==> src/rtl/muldiv_sequencer_pkg.sv <==
// Shared RV32M execution-unit definitions.
//   XLEN            default operand/result width
//   muldiv_op_e     funct3 encodings of the M-extension ops
//   muldiv_state_e  sequencer FSM states
//   op_signed_a/b   which operands are interpreted as two's complement
//   op_is_div       divide/remainder family versus multiply family
package cpu_pkg;

    localparam int XLEN = 32;

    typedef enum logic [2:0] {
        OP_MUL    = 3'b000,
        OP_MULH   = 3'b001,
        OP_MULHSU = 3'b010,
        OP_MULHU  = 3'b011,
        OP_DIV    = 3'b100,
        OP_DIVU   = 3'b101,
        OP_REM    = 3'b110,
        OP_REMU   = 3'b111
    } muldiv_op_e;

    typedef enum logic [1:0] {
        IDLE = 2'd0,
        CALC = 2'd1,
        FIX  = 2'd2,
        DONE = 2'd3
    } muldiv_state_e;

    function automatic logic op_signed_a(muldiv_op_e op);
        return op inside {OP_MULH, OP_MULHSU, OP_DIV, OP_REM};
    endfunction

    function automatic logic op_signed_b(muldiv_op_e op);
        return op inside {OP_MULH, OP_DIV, OP_REM};
    endfunction

    function automatic logic op_is_div(muldiv_op_e op);
        return op inside {OP_DIV, OP_DIVU, OP_REM, OP_REMU};
    endfunction

endpackage

==> src/rtl/muldiv_sequencer_if.sv <==
// Request/response bundle between the EX stage and the multi-cycle M unit.
//   req_valid/req_ready  request handshake carrying funct3, rs1_data, rs2_data
//   rsp_valid/rsp_ready  response handshake carrying rsp_data
//   busy                 unit occupied; the hazard unit stalls EX on it
// master = EX stage (issuer), slave = muldiv_sequencer.
interface muldiv_sequencer_if #(
    parameter int XLEN = cpu_pkg::XLEN
);
    logic            req_valid;
    logic            req_ready;
    logic [2:0]      funct3;
    logic [XLEN-1:0] rs1_data;
    logic [XLEN-1:0] rs2_data;
    logic            rsp_valid;
    logic            rsp_ready;
    logic [XLEN-1:0] rsp_data;
    logic            busy;

    modport master (
        output req_valid, funct3, rs1_data, rs2_data, rsp_ready,
        input  req_ready, rsp_valid, rsp_data, busy
    );

    modport slave (
        input  req_valid, funct3, rs1_data, rs2_data, rsp_ready,
        output req_ready, rsp_valid, rsp_data, busy
    );

endinterface

==> src/rtl/muldiv_step.sv <==
// One combinational iteration of the magnitude loop.
//   is_div   1 = restoring divide step, 0 = shift-add multiply step
//   acc_in   upper half: partial product (mul) / partial remainder (div)
//   lo_in    lower half: multiplier bits being consumed (mul) /
//            dividend bits being consumed, quotient bits entering (div)
//   opnd     multiplicand magnitude (mul) / divisor magnitude (div)
//   acc_out, lo_out  state after this iteration
module muldiv_step #(
    parameter int XLEN = 32
) (
    input  logic            is_div,
    input  logic [XLEN-1:0] acc_in,
    input  logic [XLEN-1:0] lo_in,
    input  logic [XLEN-1:0] opnd,
    output logic [XLEN-1:0] acc_out,
    output logic [XLEN-1:0] lo_out
);

    logic [XLEN:0]   sum;
    logic [XLEN:0]   shifted;
    logic            fits;
    logic [XLEN-1:0] trial;

    always_comb begin
        // Multiply: add multiplicand when the low multiplier bit is set, then
        // shift the whole {acc, lo} pair right so the carry lands in acc.
        sum = {1'b0, acc_in} + {1'b0, (lo_in[0] ? opnd : '0)};

        // Divide: the XLEN+1-bit remainder accumulator is the previous
        // remainder with the next dividend bit shifted in. When it fits, the
        // difference is below the divisor, so XLEN bits of it are exact.
        shifted = {acc_in, lo_in[XLEN-1]};
        fits    = shifted >= {1'b0, opnd};
        trial   = shifted[XLEN-1:0] - opnd;

        if (is_div) begin
            acc_out = fits ? trial : shifted[XLEN-1:0];
            lo_out  = {lo_in[XLEN-2:0], fits};
        end else begin
            acc_out = sum[XLEN:1];
            lo_out  = {sum[0], lo_in[XLEN-1:1]};
        end
    end

endmodule

==> src/rtl/muldiv_sequencer.sv <==
// Multi-cycle RV32M execution unit beside the EX-stage ALU.
//   clk    rising-edge clock
//   rst_n  asynchronous active-low reset
//   flush  synchronous kill of the in-flight op (branch/trap), highest priority
//   bus    slave side of muldiv_sequencer_if (request, response, busy)
// Operands are reduced to magnitudes on accept, an XLEN-step loop runs in CALC,
// FIX restores signs and selects the result, DONE holds it until accepted.
// Divide-by-zero and signed overflow bypass the loop and go straight to DONE.
module muldiv_sequencer
    import cpu_pkg::*;
#(
    parameter int XLEN = cpu_pkg::XLEN
) (
    input  logic                 clk,
    input  logic                 rst_n,
    input  logic                 flush,
    muldiv_sequencer_if.slave    bus
);

    localparam int            CW   = $clog2(XLEN);
    localparam logic [CW-1:0] LAST = CW'(XLEN - 1);

    muldiv_state_e   state, state_nxt;
    logic [CW-1:0]   count;

    logic            req_ready_c, busy_c, rsp_valid_c, load_fix;
    logic            accept;

    muldiv_op_e      op_in, op_q;
    logic            sa_in, sb_in, sa_q, sb_q;
    logic [XLEN-1:0] mag_a, mag_b;

    logic            div_zero, div_ovf, special;
    logic [XLEN-1:0] special_res;

    logic [XLEN-1:0] acc_q, lo_q, opnd_q;
    logic [XLEN-1:0] acc_nxt, lo_nxt;

    logic [2*XLEN-1:0] product, product_s;
    logic [XLEN-1:0]   quo_s, rem_s, fix_res;
    logic [XLEN-1:0]   rsp_data_q;

    // ---------------------------------------------------------------
    // Request decode: magnitudes and the loop-free special cases
    // ---------------------------------------------------------------
    always_comb begin
        op_in = muldiv_op_e'(bus.funct3);
        sa_in = op_signed_a(op_in) && bus.rs1_data[XLEN-1];
        sb_in = op_signed_b(op_in) && bus.rs2_data[XLEN-1];
        mag_a = sa_in ? -bus.rs1_data : bus.rs1_data;
        mag_b = sb_in ? -bus.rs2_data : bus.rs2_data;

        div_zero = op_is_div(op_in) && (bus.rs2_data == '0);
        div_ovf  = (op_in inside {OP_DIV, OP_REM}) &&
                   (bus.rs1_data == {1'b1, {(XLEN-1){1'b0}}}) &&
                   (bus.rs2_data == '1);
        special  = div_zero || div_ovf;

        // funct3[1] separates REM* from DIV* within the divide family.
        if (div_zero)
            special_res = bus.funct3[1] ? bus.rs1_data : '1;
        else if (div_ovf)
            special_res = bus.funct3[1] ? '0 : bus.rs1_data;
        else
            special_res = '0;
    end

    // ---------------------------------------------------------------
    // FSM: state register
    // ---------------------------------------------------------------
    always_ff @(posedge clk or negedge rst_n) begin
        if (!rst_n)
            state <= IDLE;
        else
            state <= state_nxt;
    end

    // ---------------------------------------------------------------
    // FSM: next state
    // ---------------------------------------------------------------
    always_comb begin
        state_nxt = state;
        if (flush) begin
            state_nxt = IDLE;
        end else begin
            unique case (state)
                IDLE: if (accept) state_nxt = special ? DONE : CALC;
                CALC: if (count == LAST) state_nxt = FIX;
                FIX:  state_nxt = DONE;
                DONE: if (bus.rsp_ready) state_nxt = IDLE;
                default: state_nxt = IDLE;
            endcase
        end
    end

    // ---------------------------------------------------------------
    // FSM: outputs
    // ---------------------------------------------------------------
    always_comb begin
        req_ready_c = (state == IDLE) && !flush;
        busy_c      = (state != IDLE);
        rsp_valid_c = (state == DONE);
        load_fix    = (state == FIX) && !flush;
    end

    assign accept        = bus.req_valid && req_ready_c;
    assign bus.req_ready = req_ready_c;
    assign bus.busy      = busy_c;
    assign bus.rsp_valid = rsp_valid_c;
    assign bus.rsp_data  = rsp_data_q;

    // ---------------------------------------------------------------
    // Step counter: zero everywhere outside CALC, stops at XLEN-1
    // ---------------------------------------------------------------
    always_ff @(posedge clk or negedge rst_n) begin
        if (!rst_n)
            count <= '0;
        else if (flush || state != CALC || count == LAST)
            count <= '0;
        else
            count <= count + CW'(1);
    end

    // ---------------------------------------------------------------
    // Operand / loop registers (datapath, not reset)
    // ---------------------------------------------------------------
    muldiv_step #(XLEN) u_step (
        .is_div  (op_is_div(op_q)),
        .acc_in  (acc_q),
        .lo_in   (lo_q),
        .opnd    (opnd_q),
        .acc_out (acc_nxt),
        .lo_out  (lo_nxt)
    );

    // Mul: lo starts as the multiplier, opnd is the multiplicand.
    // Div: lo starts as the dividend, opnd is the divisor.
    always_ff @(posedge clk) begin
        if (accept) begin
            op_q   <= op_in;
            sa_q   <= sa_in;
            sb_q   <= sb_in;
            acc_q  <= '0;
            lo_q   <= op_is_div(op_in) ? mag_a : mag_b;
            opnd_q <= op_is_div(op_in) ? mag_b : mag_a;
        end else if (state == CALC) begin
            acc_q  <= acc_nxt;
            lo_q   <= lo_nxt;
        end
    end

    // ---------------------------------------------------------------
    // Sign correction and result select
    // ---------------------------------------------------------------
    always_comb begin
        product   = {acc_q, lo_q};
        product_s = (sa_q ^ sb_q) ? -product : product;
        quo_s     = (sa_q ^ sb_q) ? -lo_q : lo_q;
        rem_s     = sa_q ? -acc_q : acc_q;
        unique case (op_q)
            OP_MUL:                        fix_res = product_s[XLEN-1:0];
            OP_MULH, OP_MULHSU, OP_MULHU:  fix_res = product_s[2*XLEN-1:XLEN];
            OP_DIV, OP_DIVU:               fix_res = quo_s;
            default:                       fix_res = rem_s;
        endcase
    end

    // ---------------------------------------------------------------
    // Response register: loaded on a special-case accept or in FIX
    // ---------------------------------------------------------------
    always_ff @(posedge clk or negedge rst_n) begin
        if (!rst_n)
            rsp_data_q <= '0;
        else if (accept && special)
            rsp_data_q <= special_res;
        else if (load_fix)
            rsp_data_q <= fix_res;
    end

endmodule
==> src/flat_wrapper.sv <==
// flat-port wrapper written by rule: the top's interface ports become plain ports
module muldiv_sequencer_flat import cpu_pkg::*;
#(
    parameter int XLEN = cpu_pkg::XLEN
)
  (clk, rst_n, flush, bus_req_valid, bus_funct3, bus_rs1_data, bus_rs2_data, bus_rsp_ready, bus_req_ready, bus_rsp_valid, bus_rsp_data, bus_busy);
  muldiv_sequencer_if #(.XLEN(XLEN)) bus_i ();
  input  logic clk;
  input  logic rst_n;
  input  logic flush;
  input wire logic [$bits(bus_i.req_valid)-1:0] bus_req_valid;
  input wire logic [$bits(bus_i.funct3)-1:0] bus_funct3;
  input wire logic [$bits(bus_i.rs1_data)-1:0] bus_rs1_data;
  input wire logic [$bits(bus_i.rs2_data)-1:0] bus_rs2_data;
  input wire logic [$bits(bus_i.rsp_ready)-1:0] bus_rsp_ready;
  output wire logic [$bits(bus_i.req_ready)-1:0] bus_req_ready;
  output wire logic [$bits(bus_i.rsp_valid)-1:0] bus_rsp_valid;
  output wire logic [$bits(bus_i.rsp_data)-1:0] bus_rsp_data;
  output wire logic [$bits(bus_i.busy)-1:0] bus_busy;
  assign bus_i.req_valid = bus_req_valid;
  assign bus_i.funct3 = bus_funct3;
  assign bus_i.rs1_data = bus_rs1_data;
  assign bus_i.rs2_data = bus_rs2_data;
  assign bus_i.rsp_ready = bus_rsp_ready;
  assign bus_req_ready = bus_i.req_ready;
  assign bus_rsp_valid = bus_i.rsp_valid;
  assign bus_rsp_data = bus_i.rsp_data;
  assign bus_busy = bus_i.busy;
  muldiv_sequencer #(.XLEN(XLEN)) u_core (.clk(clk), .rst_n(rst_n), .flush(flush), .bus(bus_i));
endmodule
==> config.mk <==
export PLATFORM = sky130hd
export DESIGN_NAME = muldiv_sequencer_flat
export DESIGN_NICKNAME = d
export VERILOG_FILES = /design/src/rtl/muldiv_sequencer_pkg.sv /design/src/rtl/muldiv_sequencer_if.sv /design/src/rtl/muldiv_step.sv /design/src/rtl/muldiv_sequencer.sv /design/src/flat_wrapper.sv
export SDC_FILE = /design/constraint.sdc
export NUM_CORES = 1
export LEC_CHECK = 0
export CAP_MARGIN = 20
export CORE_MARGIN = 5
export CORE_UTILIZATION = 50
export CTS_BUF_LIST = sky130_fd_sc_hd__clkbuf_16
export CTS_CLUSTER_SIZE = 16
export DETAILED_ROUTE_END_ITERATION = 7
export PLACE_DENSITY = 0.7
export SYNTH_ARGS = -nofsm -noshare
export SYNTH_HDL_FRONTEND = slang
export SYNTH_SLANG_ARGS = --single-unit
==> constraint.sdc <==
create_clock -name clk -period 5.2 [get_ports clk]
set_clock_uncertainty 0.15 [all_clocks]
set_input_delay 0.78 -clock clk [delete_from_list [all_inputs] [get_ports clk]]
set_output_delay 0.78 -clock clk [all_outputs]
set_load 0.05 [all_outputs]
### Yosys cells after proc, flatten, opt, wreduce, memory -nomap -nowiden

Index checks and enable logic that the tools add are counted.

* flip-flop bits (word level): 140
* input bits: 72

* equality and inequality tests: 23
* bitwise gates (word level): 1
* muxes and demuxes: 27
* $add $sub $neg: 8
* reduce and logical (&&, ||, !) cells: 27
* order comparisons: 1

Operators with widths (number)
* $mux W32: 18
* $neg A32 Y32: 4
* $pmux W32 S3: 1
* $eq A32 B32 Y1 const B: 2
* $mux W64: 1
* $neg A64 Y64: 1
* $add A32 B32 Y33: 1
* $ge A33 B32 Y1: 1
* $logic_not A32 Y1: 1
* $sub A32 B32 Y32: 1
* $eq A3 B3 Y1 const B: 8
* $reduce_bool A4 Y1: 3
* $mux W2: 5
* $eq A3 B2 Y1 const B: 3
* $logic_and A1 B1 Y1: 9
* $pmux W2 S4: 1
* $reduce_bool A2 Y1: 4
* $eq A3 B1 Y1 const B: 2
* $ne A3 B2 Y1 const B: 2
* $add A5 B1 Y5 const B: 1
* $eq A5 B5 Y1 const B: 1
* $mux W5: 1
* $eq A2 B2 Y1 const B: 2
* $logic_not A3 Y1: 1
* other kinds (11): 13

### Logic depth before layout (Yosys ltp)

Gate-level depths: netlist (run 1).

* depth after elaboration: 9
* gate-level depth with buffers: 14

### Modules after synthesis

From an unflattened synthesis (run 1), not the netlist that was laid out.

* cells, all modules: 1998
* area, all modules: 15847.7 um2

By module, submodules not included
* muldiv_sequencer: area an instance 10980.5 um2, instances 1, cells each 1293
* muldiv_step: area an instance 4867.2 um2, instances 1, cells each 705

### Worst setup path after synthesis (run 1)

Ideal clock, no wire load.

* path kind: flip-flop to flip-flop
* start point: register u_core.state[0]
* end point: register u_core.op_q[0], enable pin
* path buffers: 2
* setup slack: 1263 ps
* data required time: 4634 ps
* data arrival time: 3371 ps
* library setup time: 416 ps
* cell stages (with the launch flop): 9
* cells stage by stage: dfrtp_1 -> inv_1 -> ha_1 -> inv_1 -> nor2_1 -> nand2_1 -> inv_1 -> clkbuf_1 -> buf_1

* cells in the longest elaborated chain, start to end: 3

RTL lines
* start: declaration: line muldiv_sequencer.sv:23 `muldiv_state_e state, state_nxt;`
* start signal: assignment: line muldiv_sequencer.sv:75 `state <= state_nxt;`
* $logic_not A2 Y1: line muldiv_sequencer.sv:100 `req_ready_c = (state == IDLE) && !flush;`
* $logic_and A1 B1 Y1: line muldiv_sequencer.sv:100
* via bus_req_ready: line flat_wrapper.sv:16 `output wire logic [$bits(bus_i.req_ready)-1:0] bus_req_ready;`
* $logic_and A1 B1 Y1: line muldiv_sequencer.sv:106 `assign accept = bus.req_valid && req_ready_c;`
* via u_core.accept: line muldiv_sequencer.sv:27 `logic accept;`
* end signal: assignment: line muldiv_sequencer.sv:140 `op_q <= op_in;`
* end: declaration: line muldiv_sequencer.sv:29 `muldiv_op_e op_in, op_q;`

The timed path passes the listed nets, and every way through them passes these cells.
A chain may end at the register's enable or synchronous reset.

### Worst setup path after layout (run 1)

* start point: register u_core.lo_q[0]
* end point: register u_core.acc_q[30]

* cells in the longest elaborated chain, start to end: 3

RTL lines
* start: declaration: line muldiv_sequencer.sv:36 `logic [XLEN-1:0] acc_q, lo_q, opnd_q;`
* start signal: assignment: line muldiv_sequencer.sv:144 `lo_q <= op_is_div(op_in) ? mag_a : mag_b;`
* start signal: assignment: line muldiv_sequencer.sv:148 `lo_q <= lo_nxt;`
* $mux W32: line muldiv_step.sv:27 `sum = {1'b0, acc_in} + {1'b0, (lo_in[0] ? opnd : '0)};`
* $add A32 B32 Y33: line muldiv_step.sv:27
* $mux W32: line muldiv_step.sv:36 `if (is_div) begin`
* end signal: assignment: line muldiv_sequencer.sv:147 `acc_q <= acc_nxt;`
* end: declaration: line muldiv_sequencer.sv:36

Every way passes these cells.

==> run summary, run 1 <==
status -> finished clean
cts bufs inserted -> 17
required time of the critical path -> 5.36 ns
Total GRT Usage -> 33.8%
min cycle time layout -> 4.15 ns
via count -> 15400
final setup TNS -> 0 ns
DP Wirelength -> 45100 um
Core Rows -> 63
Mapped Cells -> 1902
first-pass GRT wire length -> 88600 um
area of the multi-input gates -> 0.0105 mm2
sequential area share after synthesis -> 24.6%
Core Region -> 0.0296 mm2
initial antenna violation count -> 2
nets -> 2099
GP Congestion -> 0.996
critical path arrival -> 4.32 ns
post-synth net total -> 2052
Setup CP Type -> flop to flop
I/O pins -> 107
Net Switching -> 5.18 mW
top_reg_cell synth -> edfxtp_1
Startpoint Class -> flop
wire per inst -> 24.6 um
Post-Place Cells -> 2319
DRC Markers -> 0
Resize count post-CTS -> 0
dominant cell type by area after synthesis -> edfxtp_1
RSZ-0062 raised after global routing -> false
number of flops mapped to enable cells by yosys -> 69
crit end category -> flop
Reg clk slew, reported paths -> 0.07 ns
Synth Warn # -> 0
Worst-Skew Late Latency -> 0.45 ns
Vias/cell -> 6.53
drt first pass iters -> 6
crit path max fanout -> 26
Final Hold Viols -> 0
Detailed Route Iter0 Violations -> 1727
# hold bufs at CTS -> 0
Max Cap Viol -> 0
Comb power frac -> 62.8%
final worst setup slack -> 1.05 ns
top post-synthesis cells by area -> edfxtp_1 14%, mux2i_1 6.6%, dfrtp_1 6.5%, ha_1 6.4%, a21oi_1 6.1%
PD cells -> 582 mW/mm2
DRT Wirelength -> 57800 um
FF+latch count, synth -> 140
Flop pwr share -> 24.6%
class of the worst hold path -> input pin to asynchronous set/reset pin
Area Growth Syn to Fin -> 13.1%
top cell type's share of synthesized area -> 13.8%
Die Wd -> 183 um
Sw Ratio -> 52.6%
Slew headroom -> 36.8%
Post-synth ARST share -> 27.9%
CTS tree -> yes
layout cell share with drive strength beyond 1 -> 7.08%
post-synth cell types -> 96
max-slew violation count -> 0
Finished Layout Cells -> 2352
vias in the first global route -> 14800
clock root cell -> clkbuf_16
Starting Density -> 50.5%
Syn Area/Cell -> 7.87 um2
Clock Power Share -> 12.6%
Pleak -> 6.83 nW
mapped cell area -> 0.0150 mm2
filler instances -> 2808
IO buf count -> 106
Die H -> 183 um
total gr overflow -> 0
fmax -> 0.241 GHz
Sink Count -> 140
maximum vdd drop -> 0.382 mV
Place WS -> 1.00 ns
post-route ant nets -> 0
P_int -> 4.67 mW
setup bufs post-CTS -> 0
antenna cell count -> 0
register area -> 0.00369 mm2
Worst-Margin Slew -> 0.939 ns
die area -> 0.0335 mm2
final setup fails -> 0
clk buf depth -> 2
Final Cycle Share -> 79.9%
H-tree depth -> 4
largest net degree at the start of global routing -> 69
worst paths after layout:
kind | startpoint | end | slack (ns) | cells after the start
max in group asynchronous | rst_n | u_core.bus.rsp_data[8] | 3.98 | 1
setup / recovery | u_core.lo_q[0] | u_core.acc_q[30] | 1.05 | 13
setup reg to reg | u_core.lo_q[0] | u_core.acc_q[30] | 1.05 | 13
hold reg to reg | u_core.count[0] | u_core.count[0] | 0.31 | 1
hold / removal | rst_n | u_core.count[2] | 0.31 | 1
min in group clk | u_core.count[0] | u_core.count[0] | 0.31 | 1
critical path: stages (launching register included):
cell and delay [ns]:
edfxtp_1 0.49, inv_1 0.26, buf_4 0.37, nor2_1 0.08, ha_1 0.35, a21oi_1 0.14
a21boi_0 0.52, nand4_1 0.19, and3_1 0.31, o311ai_2 0.40, a41oi_1 0.24, o21ba_2 0.25
mux2i_1 0.16, a41oi_1 0.12
per-layer routing:
layer  part of all wire, %  track usage [%]  wire length (um)
met1                    42             45.2             24200
met2                    45             54.2             26100
met3                   8.6             6.47              4980
met4                   4.4             13.0              2560
met5                 0.036                0                21
through the flow:
step / power [mW] / util, % / hold slack [ns] / instance area (um2)
final: 9.85 / 57.1 / 0.311 / 16900
after global routing: 10.4 / 57.1 / 0.345 / 16900
after CTS: 9.71 / 57.0 / 0.315 / 16900
after detailed placement: 8.43 / 55.1 / 0.306 / 16300
after global placement: 8.38 / 55.1 / 0.302 / 16300
after floorplan: 6.57 / - / 0.282 / 15000
cells in the mapped netlist, types with 33 or more instances:
cell type,instances
ha_1,76
o21ai_1,33
inv_1,80
xnor2_1,98
o21ai_0,129
nor2_1,186
edfxtp_1,69
dfrtp_1,39
nor3_1,43
clkbuf_1,86
a21oi_1,181
xor2_1,78
mux2i_1,99
nand2_1,153
cell usage in the layout (no fill, tap or decap), types with 9 or more instances in the layout:
cell	instances
dfxtp_1	32
a211oi_1	23
o22ai_1	11
inv_1	79
nand4_1	31
nor3_1	43
o221ai_1	10
ha_1	76
a21o_1	30
edfxtp_1	69
a221oi_1	12
and3_1	17
or3_1	14
xnor2_1	97
nand2_1	152
a21oi_1	181
or4_1	12
nand3_1	32
nor2_1	186
o211ai_1	22
o21ai_1	34
o21bai_1	9
o21a_1	10
mux2i_1	99
clkbuf_16	18
o31ai_1	26
dfrtp_1	39
nor4_1	15
o21ai_0	128
clkdlybuf4s50_1	104
xor2_1	77
buf_4	41
a31oi_1	29
layout make-up:
type / instances / area share [%]
multi-input cells: 1559 / 62.0
clock inverters: 15 / 0.828
clock buffers: 17 / 2.51
flip-flops and latches: 140 / 21.8
inverters: 83 / 1.84
well taps: 390 / 2.88
repair buffers: 148 / 8.17
sequential cells by signal (all words and copies together), names as in the netlist:
signal               flops
u_core.op_q              3
u_core.sa_q              1
u_core.lo_q             32
u_core.sb_q              1
u_core.opnd_q           32
u_core.acc_q            32
u_core.state             2
u_core.bus.rsp_data     32
u_core.count             5
cells by family after synthesis:
logic type | after synthesis | synth area share, %
mux | 107 | 7.22
xor+xnor | 176 | 10.3
buf+inv | 203 | 5.47
fa+ha+maj | 78 | 6.62
compound gates | 618 | 26.2
flops | 140 | 24.6
simple gates | 580 | 19.6
power groups by stage:
stage / logic [mW] / clock network, mW / registers, mW
floorplan: 4.09 / 0 / 2.48
global placement: 5.98 / 0 / 2.40
detailed placement: 6.03 / 0 / 2.40
CTS: 6.08 / 1.24 / 2.39
global route: 6.70 / 1.29 / 2.46
finish: 6.19 / 1.24 / 2.42
Power figures use the tool's default switching activity.
==> run 2: changes to the inputs <==
==> constraint.sdc (replaced) <==
create_clock -name clk -period 4.18 [get_ports clk]
set_clock_uncertainty 0.15 [all_clocks]
set_input_delay 0.627 -clock clk [delete_from_list [all_inputs] [get_ports clk]]
set_output_delay 0.627 -clock clk [all_outputs]
set_load 0.05 [all_outputs]
==> run 2 against run 1 <==
  * Register-to-register slack got worse by 0.69 ns
  * Worst setup slack got worse by 0.69 ns
  * Utilization increased by 1.3 points
  * Power increased by 27%
  * Critical path depth unchanged
  * Design area increased by 2.3%
  * First-iteration DRC count increased by 2.1%
  * Critical path type unchanged
==> run summary, run 2 (synthesis results as in run 1) <==
status -> finished clean (unchanged)
R2R Path Start -> u_core.lo_q[0] (unchanged)
Flop pwr share -> 22.7% (was 24.6%)
antenna cell count -> 0 (unchanged)
Area Growth Syn to Fin -> 15.6% (was 13.1%)
Starting Density -> 50.5% (unchanged)
Slew headroom -> 34.3% (was 36.8%)
maximum vdd drop -> 0.399 mV (was 0.382 mV)
total power -> 12.5 mW (was 9.85 mW)
GP Congestion -> 1.04 (was 0.996)
RSZ-0062 raised after global routing -> false (unchanged)
Die Wd -> 183 um (unchanged)
class of the worst hold path -> input pin to asynchronous set/reset pin (unchanged)
post-route ant nets -> 0 (unchanged)
Setup CP Type -> flop to flop (unchanged)
wire per inst -> 24.3 um (was 24.6 um)
via count -> 15800 (was 15400)
register area -> 0.00369 mm2 (unchanged)
P_int -> 6.02 mW (was 4.67 mW)
Max Cap Viol -> 0 (unchanged)
Core Rows -> 63 (unchanged)
Place WS -> 0.368 ns (was 1.00 ns)
initial antenna violation count -> 0 (was 2)
final setup TNS -> 0 ns (unchanged)
PD cells -> 721 mW/mm2 (was 582 mW/mm2)
critical path startpoint -> u_core.lo_q[0] (unchanged)
worst r2r dst -> u_core.acc_q[30] (unchanged)
Reg clk slew, reported paths -> 0.08 ns (was 0.07 ns)
Resize count post-CTS -> 0 (unchanged)
first-pass GRT wire length -> 89300 um (was 88600 um)
final setup fails -> 0 (unchanged)
critical path arrival -> 3.99 ns (was 4.32 ns)
Detailed Route Iter0 Violations -> 1763 (was 1727)
Clock Power Share -> 12.6% (about the same)
IO buf count -> 106 (unchanged)
CP endpoint -> u_core.acc_q[30] (unchanged)
Vias/cell -> 6.57 (was 6.53)
commonest non-fill, non-tap cell in the layout -> nor2_1 (unchanged)
DRC Markers -> 0 (unchanged)
cts bufs inserted -> 17 (unchanged)
die area -> 0.0335 mm2 (unchanged)
Sink Count -> 140 (unchanged)
drt first pass iters -> 8 (was 6)
Net Switching -> 6.47 mW (was 5.18 mW)
Final Hold Viols -> 0 (unchanged)
Pleak -> 7.07 nW (was 6.83 nW)
total gr overflow -> 0 (unchanged)
area of the multi-input gates -> 0.0105 mm2 (unchanged)
clock root cell -> clkbuf_16 (unchanged)
H-tree depth -> 4 (unchanged)
layout cell share with drive strength beyond 1 -> 9.26% (was 7.08%)
Worst-Margin Slew -> 0.985 ns (was 0.939 ns)
Worst-Skew Late Latency -> 0.45 ns (about the same)
r2r setup slk -> 0.36 ns (was 1.05 ns)
I/O pins -> 107 (unchanged)
filler instances -> 2745 (was 2808)
final worst setup slack -> 0.358 ns (was 1.05 ns)
DP Wirelength -> 46100 um (was 45100 um)
Die H -> 183 um (unchanged)
# hold bufs at CTS -> 0 (unchanged)
max-slew violation count -> 0 (unchanged)
CTS tree -> yes (unchanged)
Core Region -> 0.0296 mm2 (unchanged)
Startpoint Class -> flop (unchanged)
crit path max fanout -> 12 (was 26)
most frequent cells in the layout -> 186 x nor2_1, 181 x a21oi_1, 152 x nand2_1, 128 x o21ai_0, 104 x clkdlybuf4s50_1 (unchanged)
Comb power frac -> 64.6% (was 62.8%)
nets -> 2146 (was 2099)
final core occ -> 58.4% (was 57.1%)
min cycle time layout -> 3.82 ns (was 4.15 ns)
Total GRT Usage -> 34.0% (was 33.8%)
Sw Ratio -> 51.8% (was 52.6%)
fmax -> 0.262 GHz (was 0.241 GHz)
Final Cycle Share -> 91.4% (was 79.9%)
setup bufs post-CTS -> 0 (unchanged)
vias in the first global route -> 15000 (was 14800)
clk buf depth -> 2 (unchanged)
crit end category -> flop (unchanged)
required time of the critical path -> 4.34 ns (was 5.36 ns)
R2R depth -> 13 (unchanged)
DRT Wirelength -> 58300 um (was 57800 um)
largest net degree at the start of global routing -> 55 (was 69)
## run 2: worst min-delay path by stage
stage	endpoint	slack, ns
after detailed placement	u_core.count[0]	0.31
after global routing	u_core.count[1]	0.23
after floorplan	u_core.bus.rsp_data[0]	0.18
final	u_core.count[1]	0.17
after CTS	u_core.count[0]	0.19
after global placement	u_core.count[0]	0.30
## run 2: metal layers
| metal | vias up | wire length, um | global-route usage, % |
|---|---|---|---|
| li1 | 7224 | - | - |
| met1 | 7479 | 24000 | 44.9 |
| met2 | 881 | 26100 | 53.6 |
| met3 | 181 | 4870 | 6.51 |
| met4 | 0 | 3310 | 16.9 |
| met5 | - | 0 | 0 |
## run 2: final cells by class
cell class              count  area share, %
well taps                 390           2.82
flip-flops and latches    140           21.3
clock inverters            14          0.795
multi-input cells        1559           60.6
clock buffers              18           2.60
inverters                  83           1.80
repair buffers            195           10.1
## run 2: power groups by stage
stage                     registers (mW)  clock network (mW)  logic, mW
after floorplan                     3.08                   0       5.09
after global placement              2.81                   0       7.83
after detailed placement            2.82                   0       7.87
after CTS                           2.80                1.58       7.92
after global routing                2.89                1.65       8.69
final                               2.84                1.58       8.07
## run 2: per-stage QoR
stage                     hold WS [ns]  cells  area [um2]
after global routing             0.233   2399       17300
after floorplan                  0.181   1902       15000
after detailed placement         0.308   2367       16700
final                            0.166   2399       17300
after CTS                        0.188   2399       17300
after global placement           0.298   2367       16700
## run 2: worst max-delay path, cell delays in order (launching register included)
cell and delay (ns):
edfxtp_1 0.50, inv_1 0.12, buf_4 0.21, nor2_1 0.06, ha_1 0.35, a21oi_1 0.13, a21boi_0 0.53, nand4_1 0.24
and3_1 0.32, o311ai_2 0.33, a41oi_1 0.23, o21ba_2 0.25, mux2i_1 0.15, a41oi_1 0.13
==> run 3: changes to the inputs <==
--- a/config.mk
+++ b/config.mk
@@ -6,12 +6,14 @@
 export NUM_CORES = 1
 export LEC_CHECK = 0
 export CAP_MARGIN = 20
+export CORE_ASPECT_RATIO = 0.8
 export CORE_MARGIN = 5
 export CORE_UTILIZATION = 50
 export CTS_BUF_LIST = sky130_fd_sc_hd__clkbuf_16
 export CTS_CLUSTER_SIZE = 16
 export DETAILED_ROUTE_END_ITERATION = 7
-export PLACE_DENSITY = 0.7
+export DONT_BUFFER_PORTS = 1
+export SKIP_CTS_REPAIR_TIMING = 1
 export SYNTH_ARGS = -nofsm -noshare
 export SYNTH_HDL_FRONTEND = slang
 export SYNTH_SLANG_ARGS = --single-unit
==> run 3 against run 2 <==
  * Clock power about the same
  * Wire length up 2.6%
  * Critical endpoint is now u_core.acc_q[31]
  * Highest routed layer unchanged
  * Register-to-register slack worse by 0.08 ns
  * Global-route usage up 0.52 points
  * Count of clock-buffer cells in the layout unchanged
  * Utilization down 3.1 points
  * Sequential power up 20%
  * Design area down 6.0%
  * Combinational power down 8.3%
==> run summary, run 3 (synthesis results as in run 1) <==
Core Region -> 0.0294 mm2 (was 0.0296 mm2)
r2r setup slk -> 0.28 ns (was 0.36 ns)
GR Util met3 -> 11.7% (was 6.51%)
Place WS -> 0.338 ns (was 0.368 ns)
Finished Layout Cells -> 2276 (was 2399)
maximum vdd drop -> 0.480 mV (was 0.399 mV)
class of the worst hold path -> input pin to flop (was input pin to asynchronous set/reset pin)
status -> finished clean (unchanged)
RSZ-0062 raised after global routing -> false (unchanged)
CP endpoint -> u_core.acc_q[31] (was u_core.acc_q[30])
PD cells -> 762 mW/mm2 (was 721 mW/mm2)
Die H -> 165 um (was 183 um)
worst r2r dst -> u_core.acc_q[31] (was u_core.acc_q[30])
Pleak -> 6.65 nW (was 7.07 nW)
Reg clk slew, reported paths -> 0.08 ns (about the same)
CTS tree -> yes (unchanged)
Die Wd -> 203 um (was 183 um)
antenna cell count -> 0 (unchanged)
min cycle time layout -> 3.90 ns (was 3.82 ns)
final setup fails -> 0 (unchanged)
clock root cell -> clkbuf_16 (unchanged)
Max Cap Viol -> 0 (unchanged)
die area -> 0.0335 mm2 (about the same)
Starting Density -> 50.9% (was 50.5%)
area of the multi-input gates -> 0.0105 mm2 (unchanged)
drt first pass iters -> 6 (was 8)
Core Rows -> 56 (was 63)
most frequent cells in the layout -> 186 x nor2_1, 181 x a21oi_1, 152 x nand2_1, 128 x o21ai_0, 99 x mux2i_1 (was 186 x nor2_1, 181 x a21oi_1, 152 x nand2_1, 128 x o21ai_0, 104 x clkdlybuf4s50_1)
via count -> 15500 (was 15800)
GRT busiest layer -> met1 (was met2)
H-tree depth -> 4 (unchanged)
total gr overflow -> 0 (unchanged)
met2 Usage GRT -> 47.7% (was 53.6%)
filler instances -> 2875 (was 2745)
crit end category -> flop (unchanged)
critical path startpoint -> u_core.opnd_q[27] (was u_core.lo_q[0])
Area Growth Syn to Fin -> 8.71% (was 15.6%)
first-pass GRT wire length -> 88500 um (was 89300 um)
DP Wirelength -> 47100 um (was 46100 um)
I/O pins -> 107 (unchanged)
max-slew violation count -> 0 (unchanged)
cts bufs inserted -> 17 (unchanged)
R2R depth -> 11 (was 13)
final setup TNS -> 0 ns (unchanged)
clk buf depth -> 2 (unchanged)
crit path max fanout -> 9 (was 12)
nets -> 2036 (was 2146)
post-route ant nets -> 0 (unchanged)
largest net degree at the start of global routing -> 60 (was 55)
initial antenna violation count -> 0 (unchanged)
commonest non-fill, non-tap cell in the layout -> nor2_1 (unchanged)
Startpoint Class -> flop (unchanged)
vias in the first global route -> 14100 (was 15000)
final worst setup slack -> 0.281 ns (was 0.358 ns)
Final Cycle Share -> 93.3% (was 91.4%)
DRC Markers -> 0 (unchanged)
met1 usage in global routing -> 51.1% (was 44.9%)
Vias/cell -> 6.81 (was 6.57)
Worst-Skew Late Latency -> 0.45 ns (about the same)
cell area after layout -> 0.0163 mm2 (was 0.0173 mm2)
Final Hold Viols -> 0 (unchanged)
Detailed Route Iter0 Violations -> 1910 (was 1763)
GP Congestion -> 1.00 (was 1.04)
fmax -> 0.257 GHz (was 0.262 GHz)
Total GRT Usage -> 34.5% (was 34.0%)
R2R Path Start -> u_core.opnd_q[27] (was u_core.lo_q[0])
Post-Place Cells -> 2242 (was 2367)
DRT Wirelength -> 59800 um (was 58300 um)
Slew headroom -> 29.1% (was 34.3%)
post-placement cell area -> 0.0156 mm2 (was 0.0167 mm2)
layout cell share with drive strength beyond 1 -> 9.48% (was 9.26%)
critical path arrival -> 4.14 ns (was 3.99 ns)
register area -> 0.00369 mm2 (unchanged)
required time of the critical path -> 4.42 ns (was 4.34 ns)
IO buf count -> 0 (was 106)
wire per inst -> 26.3 um (was 24.3 um)
Worst-Margin Slew -> 1.06 ns (was 0.985 ns)
Sink Count -> 140 (unchanged)
Setup CP Type -> flop to flop (unchanged)
-- run 3: final cells by class --
type / instances / area share, %
clock buffers: 18 / 2.77
repair buffers: 85 / 4.37
inverters: 83 / 1.94
flip-flops and latches: 140 / 22.7
well taps: 377 / 2.90
multi-input cells: 1559 / 64.5
clock inverters: 14 / 0.899
-- run 3: stage by stage --
stage | power [mW] | utilization [%] | hold slack (ns)
5_1_grt | 13.1 | 55.3 | 0.118
2_1_floorplan | 8.17 | - | 0.181
6_report | 12.4 | 55.3 | 0.124
3_3_place_gp | 10.5 | 53.1 | 0.182
3_5_place_dp | 10.5 | 53.1 | 0.182
4_1_cts | 12.2 | 55.2 | -0.290
-- run 3: how the worst min path moves through the flow --
stage / start / to / slack (ns) / depth (start not counted)
6_report: flush / u_core.state[0] / 0.12 / 1
5_1_grt: flush / u_core.state[0] / 0.12 / 1
4_1_cts: rst_n / u_core.count[4] / -0.29 / 0
3_5_place_dp: rst_n / u_core.bus.rsp_data[29] / 0.18 / 0
3_3_place_gp: rst_n / u_core.bus.rsp_data[29] / 0.18 / 0
2_1_floorplan: rst_n / u_core.bus.rsp_data[0] / 0.18 / 0
-- run 3: where the power goes --
group,switching [mW],internal (mW)
clock network,0.721,0.878
registers,1.31,2.09
logic,4.51,2.89
-- run 3: worst max-delay path, cell delays in order (launching register included) --
cell and delay (ns):
edfxtp_1 0.42, inv_1 0.11, ha_1 0.39, and3_1 0.23
nand4_1 0.28, or4_1 0.59, o21ai_1 0.17, a311o_1 0.20
a21oi_4 0.12, nor2_1 0.61, or4b_1 0.49, nand3_1 0.09
-- run 3: routing by layer --
| metal | up-vias | share of wire (%) |
|---|---|---|
| met3 | 100 | 13 |
| met2 | 963 | 40 |
| met5 | - | 0 |
| met4 | 0 | 2.7 |
| li1 | 7017 | - |
| met1 | 7422 | 44 |
